**config.mk**
```make
export PLATFORM = sky130hd
export DESIGN_NAME = string_serializer_flat
export DESIGN_NICKNAME = d
export VERILOG_FILES = /design/src/rtl/string_serializer_if.sv /design/src/rtl/string_serializer.sv /design/src/flat_wrapper.sv
export SDC_FILE = /design/constraint.sdc
export NUM_CORES = 1
export LEC_CHECK = 0
export CAP_MARGIN = 20
export CELL_PAD_IN_SITES_DETAIL_PLACEMENT = 0
export CELL_PAD_IN_SITES_GLOBAL_PLACEMENT = 1
export CORE_AREA = 2 2 99 77
export CTS_CLUSTER_SIZE = 24
export DETAILED_ROUTE_END_ITERATION = 6
export DIE_AREA = 0 0 101 79
export PLACE_DENSITY = 0.88
export SLEW_MARGIN = 25
export SYNTH_ARGS = -nofsm -noshare
export SYNTH_HDL_FRONTEND = slang
export SYNTH_SLANG_ARGS = --single-unit
```
**constraint.sdc**
```tcl
create_clock -name clk -period 8.2 [get_ports clk]
set_input_delay 0.82 -clock clk [delete_from_list [all_inputs] [get_ports clk]]
set_output_delay 0.82 -clock clk [all_outputs]
set_load 0.05 [all_outputs]
```
**src/rtl/string_serializer_if.sv**
```systemverilog
// Handshake bundle for string_serializer: the load request, the packed string,
// the per-character output stream and the end-of-string status.
interface string_serializer_if #(
  parameter int STR_LEN = 4,
  parameter int CODE_W  = 8
);
  localparam int IDX_W = (STR_LEN > 1) ? $clog2(STR_LEN) : 1;

  logic                 start;
  logic [8*STR_LEN-1:0] str;
  logic                 busy;
  logic                 out_valid;
  logic [CODE_W-1:0]    out_code;
  logic [IDX_W-1:0]     out_idx;
  logic                 out_last;
  logic                 bad_char;
  logic                 out_ready;
  logic                 done;
  logic [7:0]           err_count;

  // Serializer side: takes load requests and drives the character stream.
  modport slave (
    input  start, str, out_ready,
    output busy, out_valid, out_code, out_idx, out_last, bad_char, done, err_count
  );

  // Client side: issues strings and consumes the character stream.
  modport master (
    output start, str, out_ready,
    input  busy, out_valid, out_code, out_idx, out_last, bad_char, done, err_count
  );
endinterface

```
**src/rtl/string_serializer.sv**
```systemverilog
// Captures a packed string and emits it one character per beat, index 0 first,
// over a valid/ready stream. MODE=1 maps characters to an alphabet index
// (unmapped bytes become all-ones and are counted); MODE=0 passes raw bytes.
module string_serializer #(
  parameter int STR_LEN = 4,
  parameter int CODE_W  = 8,
  parameter int MODE    = 1
) (
  input  logic            clk,
  input  logic            rst_n,
  string_serializer_if.slave bus
);
  localparam int IDX_W = (STR_LEN > 1) ? $clog2(STR_LEN) : 1;
  localparam logic [IDX_W-1:0] LAST_IDX = IDX_W'(STR_LEN - 1);

  typedef enum logic [1:0] {IDLE, SEND, DONE} state_t;

  state_t               state_reg;
  state_t               state_next;
  logic [8*STR_LEN-1:0] str_reg;
  logic [IDX_W-1:0]     idx_reg;
  logic [7:0]           err_count_reg;

  logic [7:0]        chars [STR_LEN];
  logic [7:0]        cur_char;
  logic [CODE_W-1:0] code_raw;
  logic              bad_raw;
  logic              is_last;
  logic              fire;

  // Split the held string into per-character lanes for the index mux.
  for (genvar gi = 0; gi < STR_LEN; gi++) begin : g_chars
    assign chars[gi] = str_reg[8*gi +: 8];
  end

  if (STR_LEN == 1) begin : g_single
    assign cur_char = chars[0];
  end else begin : g_multi
    assign cur_char = chars[idx_reg];
  end

  assign is_last = (idx_reg == LAST_IDX);
  assign fire    = (state_reg == SEND) && bus.out_ready;

  // State register.
  always_ff @(posedge clk or negedge rst_n) begin
    if (!rst_n) state_reg <= IDLE;
    else        state_reg <= state_next;
  end

  // Next-state: load from IDLE only, leave SEND on the final handshake,
  // and spend exactly one cycle in DONE.
  always_comb begin
    state_next = state_reg;
    case (state_reg)
      IDLE:    if (bus.start) state_next = SEND;
      SEND:    if (fire && is_last) state_next = DONE;
      DONE:    state_next = IDLE;
      default: state_next = IDLE;
    endcase
  end

  // Datapath: capture on an accepted start, advance the index and count
  // unmapped characters on each transferred beat.
  always_ff @(posedge clk or negedge rst_n) begin
    if (!rst_n) begin
      str_reg       <= '0;
      idx_reg       <= '0;
      err_count_reg <= '0;
    end else if (state_reg == IDLE && bus.start) begin
      str_reg       <= bus.str;
      idx_reg       <= '0;
      err_count_reg <= '0;
    end else if (fire) begin
      if (!is_last) idx_reg <= idx_reg + 1'b1;
      if (bad_raw && err_count_reg != 8'hFF) err_count_reg <= err_count_reg + 8'd1;
    end
  end

  // Character encoding for the currently selected index.
  always_comb begin
    code_raw = '1;
    bad_raw  = 1'b0;
    if (MODE == 0) begin
      code_raw = CODE_W'(cur_char);
    end else if (cur_char >= 8'h41 && cur_char <= 8'h5A) begin   // 'A'..'Z'
      code_raw = CODE_W'(cur_char - 8'h40);
    end else if (cur_char >= 8'h61 && cur_char <= 8'h7A) begin   // 'a'..'z'
      code_raw = CODE_W'(cur_char - 8'h60);
    end else if (cur_char >= 8'h30 && cur_char <= 8'h39) begin   // '0'..'9' -> 27..36
      code_raw = CODE_W'(cur_char - 8'h15);
    end else if (cur_char == 8'h20) begin                        // space
      code_raw = '0;
    end else begin
      bad_raw = 1'b1;
    end
  end

  // Outputs derive from state so that reset clears them without a clock.
  always_comb begin
    bus.out_valid = 1'b0;
    bus.out_code  = '0;
    bus.out_idx   = '0;
    bus.out_last  = 1'b0;
    bus.bad_char  = 1'b0;
    bus.busy      = (state_reg != IDLE);
    bus.done      = (state_reg == DONE);
    bus.err_count = err_count_reg;
    if (state_reg == SEND) begin
      bus.out_valid = 1'b1;
      bus.out_code  = code_raw;
      bus.out_idx   = idx_reg;
      bus.out_last  = is_last;
      bus.bad_char  = bad_raw;
    end
  end
endmodule

```
**src/flat_wrapper.sv**
```systemverilog
// flat-port wrapper written by rule: the top's interface ports become plain ports
module string_serializer_flat 
#(
  parameter int STR_LEN = 4,
  parameter int CODE_W  = 8,
  parameter int MODE    = 1
)
  (clk, rst_n, bus_start, bus_str, bus_out_ready, bus_busy, bus_out_valid, bus_out_code, bus_out_idx, bus_out_last, bus_bad_char, bus_done, bus_err_count);
  string_serializer_if #(.STR_LEN(STR_LEN), .CODE_W(CODE_W)) bus_i ();
  input  logic clk;
  input  logic rst_n;
  input wire logic [$bits(bus_i.start)-1:0] bus_start;
  input wire logic [$bits(bus_i.str)-1:0] bus_str;
  input wire logic [$bits(bus_i.out_ready)-1:0] bus_out_ready;
  output wire logic [$bits(bus_i.busy)-1:0] bus_busy;
  output wire logic [$bits(bus_i.out_valid)-1:0] bus_out_valid;
  output wire logic [$bits(bus_i.out_code)-1:0] bus_out_code;
  output wire logic [$bits(bus_i.out_idx)-1:0] bus_out_idx;
  output wire logic [$bits(bus_i.out_last)-1:0] bus_out_last;
  output wire logic [$bits(bus_i.bad_char)-1:0] bus_bad_char;
  output wire logic [$bits(bus_i.done)-1:0] bus_done;
  output wire logic [$bits(bus_i.err_count)-1:0] bus_err_count;
  assign bus_i.start = bus_start;
  assign bus_i.str = bus_str;
  assign bus_i.out_ready = bus_out_ready;
  assign bus_busy = bus_i.busy;
  assign bus_out_valid = bus_i.out_valid;
  assign bus_out_code = bus_i.out_code;
  assign bus_out_idx = bus_i.out_idx;
  assign bus_out_last = bus_i.out_last;
  assign bus_bad_char = bus_i.bad_char;
  assign bus_done = bus_i.done;
  assign bus_err_count = bus_i.err_count;
  string_serializer #(.STR_LEN(STR_LEN), .CODE_W(CODE_W), .MODE(MODE)) u_core (.clk(clk), .rst_n(rst_n), .bus(bus_i));
endmodule
```
# [Word level (Yosys, flattened, before mapping)]
# Index checks and enable logic that the tools add are counted.
[totals] reg_bits=44 latchBits=0 ramBits=0 romBits=0 in_bits=36 output_inout_bits=23 word_cells=64 n_memories=0
[classes] add_sub_neg=5 mul=0 div=0 order_cmp=7 n_eq_ne=8 shifts=0 n_mux=25 n_bitwise=1 reduce_logical=14
[op_table] cell="8-bit 2-to-1 mux" n=10
[op_table] cell="8-bit binary-select mux with 2-bit select" n=1
[op_table] cell="8-bit by 7-bit greater-or-equal comparator with 1-bit output, second input constant" n=2
[op_table] cell="8-bit by 7-bit less-or-equal comparator with 1-bit output, second input constant" n=2
[op_table] cell="8-bit by 7-bit subtractor with 8-bit output, second input constant" n=2
[op_table] cell="2-bit 2-to-1 mux" n=6
[op_table] cell="8-bit by 1-bit adder with 8-bit output, second input constant" n=1
[op_table] cell="8-bit by 6-bit equality test with 1-bit output, second input constant" n=1
[op_table] cell="8-bit by 6-bit greater-or-equal comparator with 1-bit output, second input constant" n=1
[op_table] cell="8-bit by 6-bit less-or-equal comparator with 1-bit output, second input constant" n=1
[op_table] cell="8-bit inequality test, second input constant" n=1
[op_table] cell="8-bit by 5-bit subtractor with 8-bit output, second input constant" n=1
[op_table] cell="1-bit logical AND" n=7
[op_table] cell="1-bit 2-to-1 mux" n=7
[op_table] cell="2-bit AND reduction" n=3
[op_table] cell="2-bit nonzero test" n=3
[op_table] cell="2-bit equality test, second input constant" n=2
[op_table] cell="2-bit inequality test, second input constant" n=2
[op_table] cell="2-bit one-hot mux with 2 select lines" n=1
[op_table] cell="3-bit greater-or-equal comparator, second input constant" n=1
[op_table] cell="2-bit inverter with 3-bit output" n=1
[op_table] cell="2-bit by 1-bit adder with 2-bit output, second input constant" n=1
[op_table] cell="2-bit by 1-bit equality test with 1-bit output, second input constant" n=1
[op_table] cell="2-bit zero test" n=1
[op_table] cell="2-bit by 1-bit inequality test with 1-bit output, second input constant" n=1

# [Depth between registers and ports, before layout]
[logic_depth] word_depth=13 ltp_mapped=10 mapped_depth_nobuf=9

# [Worst setup path after synthesis]
# OpenSTA, ideal clock, no wires.
[synth_path] path_kind="register -> output" start="register u_core.idx_reg[0]" end="output bus_out_code[1]" arrival_time_ns=3.328 required_time_ns=7.380 setup_slack_ns=4.052 path_stages_with_launch=9 path_buffers=1 cell_sequence="dfrtp_1 > buf_6 > mux4_2 > inv_1 > ha_1 > a31oi_1 > o22ai_2 > nand2_1 > a211oi_1"
[synth_via] elab_chain_cells=10 elab_cells_between_ends=22 classes_between="add/sub (3); order compare (6); eq/ne (1); mux (8); bitwise (1); reduce/logical (3)"
[synth_rtl] element="start, declared" line="string_serializer.sv:21" source="logic [IDX_W-1:0] idx_reg;"
[synth_rtl] element="start signal, assigned" line="string_serializer.sv:75" source="if (!is_last) idx_reg <= idx_reg + 1'b1;"
[synth_rtl] element="2-bit inverter with 3-bit output (not written as such) (*)" line="string_serializer.sv:39" source="assign cur_char = chars[idx_reg];"
[synth_rtl] element="8-bit binary-select mux with 2-bit select (*)" line="string_serializer.sv:39"
[synth_rtl] element="8-bit 2-to-1 mux (not written as such) (*) (2 in series)" line="string_serializer.sv:39"
[synth_rtl] element="8-bit by 6-bit greater-or-equal comparator with 1-bit output, or another cell as far along" line="string_serializer.sv:90" source="end else if (cur_char >= 8'h30 && cur_char <= 8'h39) begin"
[synth_rtl] element="1-bit logical AND or 8-bit 2-to-1 mux (tied branches)" line="string_serializer.sv:90, string_serializer.sv:92"
[synth_rtl] element="8-bit 2-to-1 mux" line="string_serializer.sv:90"
[synth_rtl] element="8-bit 2-to-1 mux" line="string_serializer.sv:88" source="end else if (cur_char >= 8'h61 && cur_char <= 8'h7A) begin"
[synth_rtl] element="8-bit 2-to-1 mux (*)" line="string_serializer.sv:86" source="end else if (cur_char >= 8'h41 && cur_char <= 8'h5A) begin"
[synth_rtl] element="8-bit 2-to-1 mux (*)" line="string_serializer.sv:109" source="if (state_reg == SEND) begin"
[synth_rtl] element="end, declared" line="flat_wrapper.sv:17" source="output wire logic [$bits(bus_i.out_code)-1:0] bus_out_code;"
# Mark *: on every way between the ends. The rest lies on a longest branch, timed or not. The select of a mux whose other input is x is not followed.

# [Worst setup path in the final report]
[layout_path] start="register u_core.idx_reg[0]" end="output bus_out_code[3]"
# Same word-level chain as after synthesis.

==> flow_summary.toml <==
[status]
status = "finished, final reports clean"

[clock_network]
cts_tree = "yes"
clk_path_buf_depth = 2
cts.sink_count = 44
cts_buffers = 5
clk_pin_slew_ps = 90
post_cts_buffers = 0
htreeDepth = 2
holdBufCountCts = 0
cts_root_buf = "clkbuf_8"
cts-resized-gates = 0
clk_latency_ps = 300

[detailed_routing]
wl_per_cell_um = 15.21
ant_nets = 0
vias = 2444
initialDrtViolationCount = 113
drc_errors = 0
vias_per_cell = 5.371
drt-pass1-iter-count = 4
wl_um = 6920

[global_route]
grt_usage_pct = 18.63
grt-ovfl-total = 0
grt_pass1_vias = 2406
antenna_found_initial = 0
grt_max_degree = 46
grt_pass1_wl_um = 11740

[critical_path]
critPathLaunchType = "register"
cp.arrival_ps = 4260
criticalPathCategory = "register to primary output"
crit_path_max_fanout = 13
crit_required_ps = 7380
endpoint_kind = "primary output"

[timing]
slew_headroom_pct = 56.67
finClkSkew_ps = 6.106
rsz0062_at_grt = "false"
tns_ps = 0
setup_viol_count_final = 0
slew_violations = 0
worstMarginPinSlew_ps = 650.0
clock.fmax_mhz = 196.9
fin_crit_ps = 5078
hold_viol = 0
period_share_pct = 61.93

[place]
gp_congestion = 0.8548
place_inst = 447
place_area_um2 = 3460
io_buffers = 58
dpl.hpwl_um = 5151

[synthesis]
ys_types = 51
synth_nets = 364
ys_ff_latch = 44
postSynth.asyncResetShare_pct = 100.0
syn_inst = 316
synth_area_per_cell_um2 = 9.008
yosysWarnings = 0
ys.flop_type = "dfrtp_1"
synth_area_um2 = 2846
yosysSeqAreaShare_pct = 38.68
synth-edff-count = 0

[layout]
area_growth_pct = 25.10
layout_common_cells = "115 x nand2_1, 57 x clkdlybuf4s50_1, 44 x dfrtp_1"
nets = 415
diodes = 0
final_common_cell = "nand2_1"
fillers = 677
utilization_pct = 50.19
final_cells = 455
drive_gt1_share_pct = 8.424
design_area_um2 = 3561
largest_register_ffs = 32

[floorplan]
die_w_um = 101
initial_utilization_pct = 40.12
dieArea_um2 = 7979
core-area_um2 = 7094
die_y_um = 79
io_pins = 59
row_count = 27

[job]
max-cap-violations = 0

[worst_hold_path]
hp-class = "register to register"
[synth_stat cells, types with 2 or more instances]
cell	count	area, µm²
nand2_1	115	431.7
dfrtp_1	44	1101
ha_1	12	150.1
nor2_1	11	41.29
clkbuf_1	9	33.78
inv_1	9	33.78
mux4_2	9	202.7
mux2i_1	8	80.08
nand4_1	7	43.79
a21oi_1	5	25.02
nand2b_1	5	31.28
nor2b_1	5	31.28
nor3_1	5	25.02
o21ai_1	5	25.02
xnor2_1	5	43.79
a31oi_1	4	25.02
and2_1	4	25.02
and3_1	4	25.02
and4_1	4	35.03
nand3_1	4	20.02
buf_2	3	15.01
nor4_2	3	37.54
a211oi_1	2	15.01
a21boi_0	2	15.01
a221oi_2	2	30.03
buf_6	2	22.52
o211a_1	2	20.02
o211ai_1	2	15.01
o21ai_0	2	10.01
[layer usage]
layer / global-route usage, % / part of all wire (%) / up-vias
met5: 0 / 0 / -
met4: 5.135 / 0.75 / 0
met3: 3.521 / 6.2 / 5
met2: 28.27 / 45 / 86
met1: 27.30 / 48 / 1155
li1: - / - / 1198
[final cells by class]
class                   instances  area (µm²)  area share (%)
repair buffers                 59       585.6           16.44
clock inverters                 2       15.01          0.4216
clock buffers                   6       82.58           2.319
multi-input cells             247        1630           45.78
inverters                      10       37.54           1.054
flip-flops and latches         44        1101           30.92
well taps                      87       108.9           3.057
[through the flow]
step / setup slack, ps / hold slack (ps)
final: 3122 / 477.5
after global routing: 2870 / 494.9
after CTS: 3099 / 481.4
after detailed placement: 3478 / 461.2
after global placement: 3552 / 457.3
after floorplan: 4052 / 440.3
[path summary, 6_finish.rpt]
kind / startpoint / end / slack, ps / cells after the start
worst max-delay path: u_core.idx_reg[0] / bus_out_code[3] / 3120 / 7
worst min-delay path: u_core.str_reg[16] / u_core.str_reg[16] / 480 / 2
worst max register to register: u_core.idx_reg[0] / u_core.bus.err_count[5] / 4890 / 8
worst min register to register: u_core.str_reg[16] / u_core.str_reg[16] / 480 / 2
max in group asynchronous: rst_n / u_core.str_reg[3] / 7320 / 1
min in group asynchronous: rst_n / u_core.str_reg[13] / 500 / 1
[cells by family after synthesis]
family	synth area share [%]
xor+xnor	1.538
flops	38.68
fa+ha+maj	5.275
buf+inv	4.088
mux	10.86
simple gates	28.22
compound gates	11.34
[critical path: stages (launching register included)]
cell and delay, ps:
dfrtp_1 770, mux4_1 820, o211a_1 300, o21ai_1 150, and4_1 600, nor3_2 120
a2111oi_4 330, clkdlybuf4s50_1 850
Power is left out: the tool's default activity adds up to more than one toggle a clock period on the data nets, which glitch-free logic cannot reach.
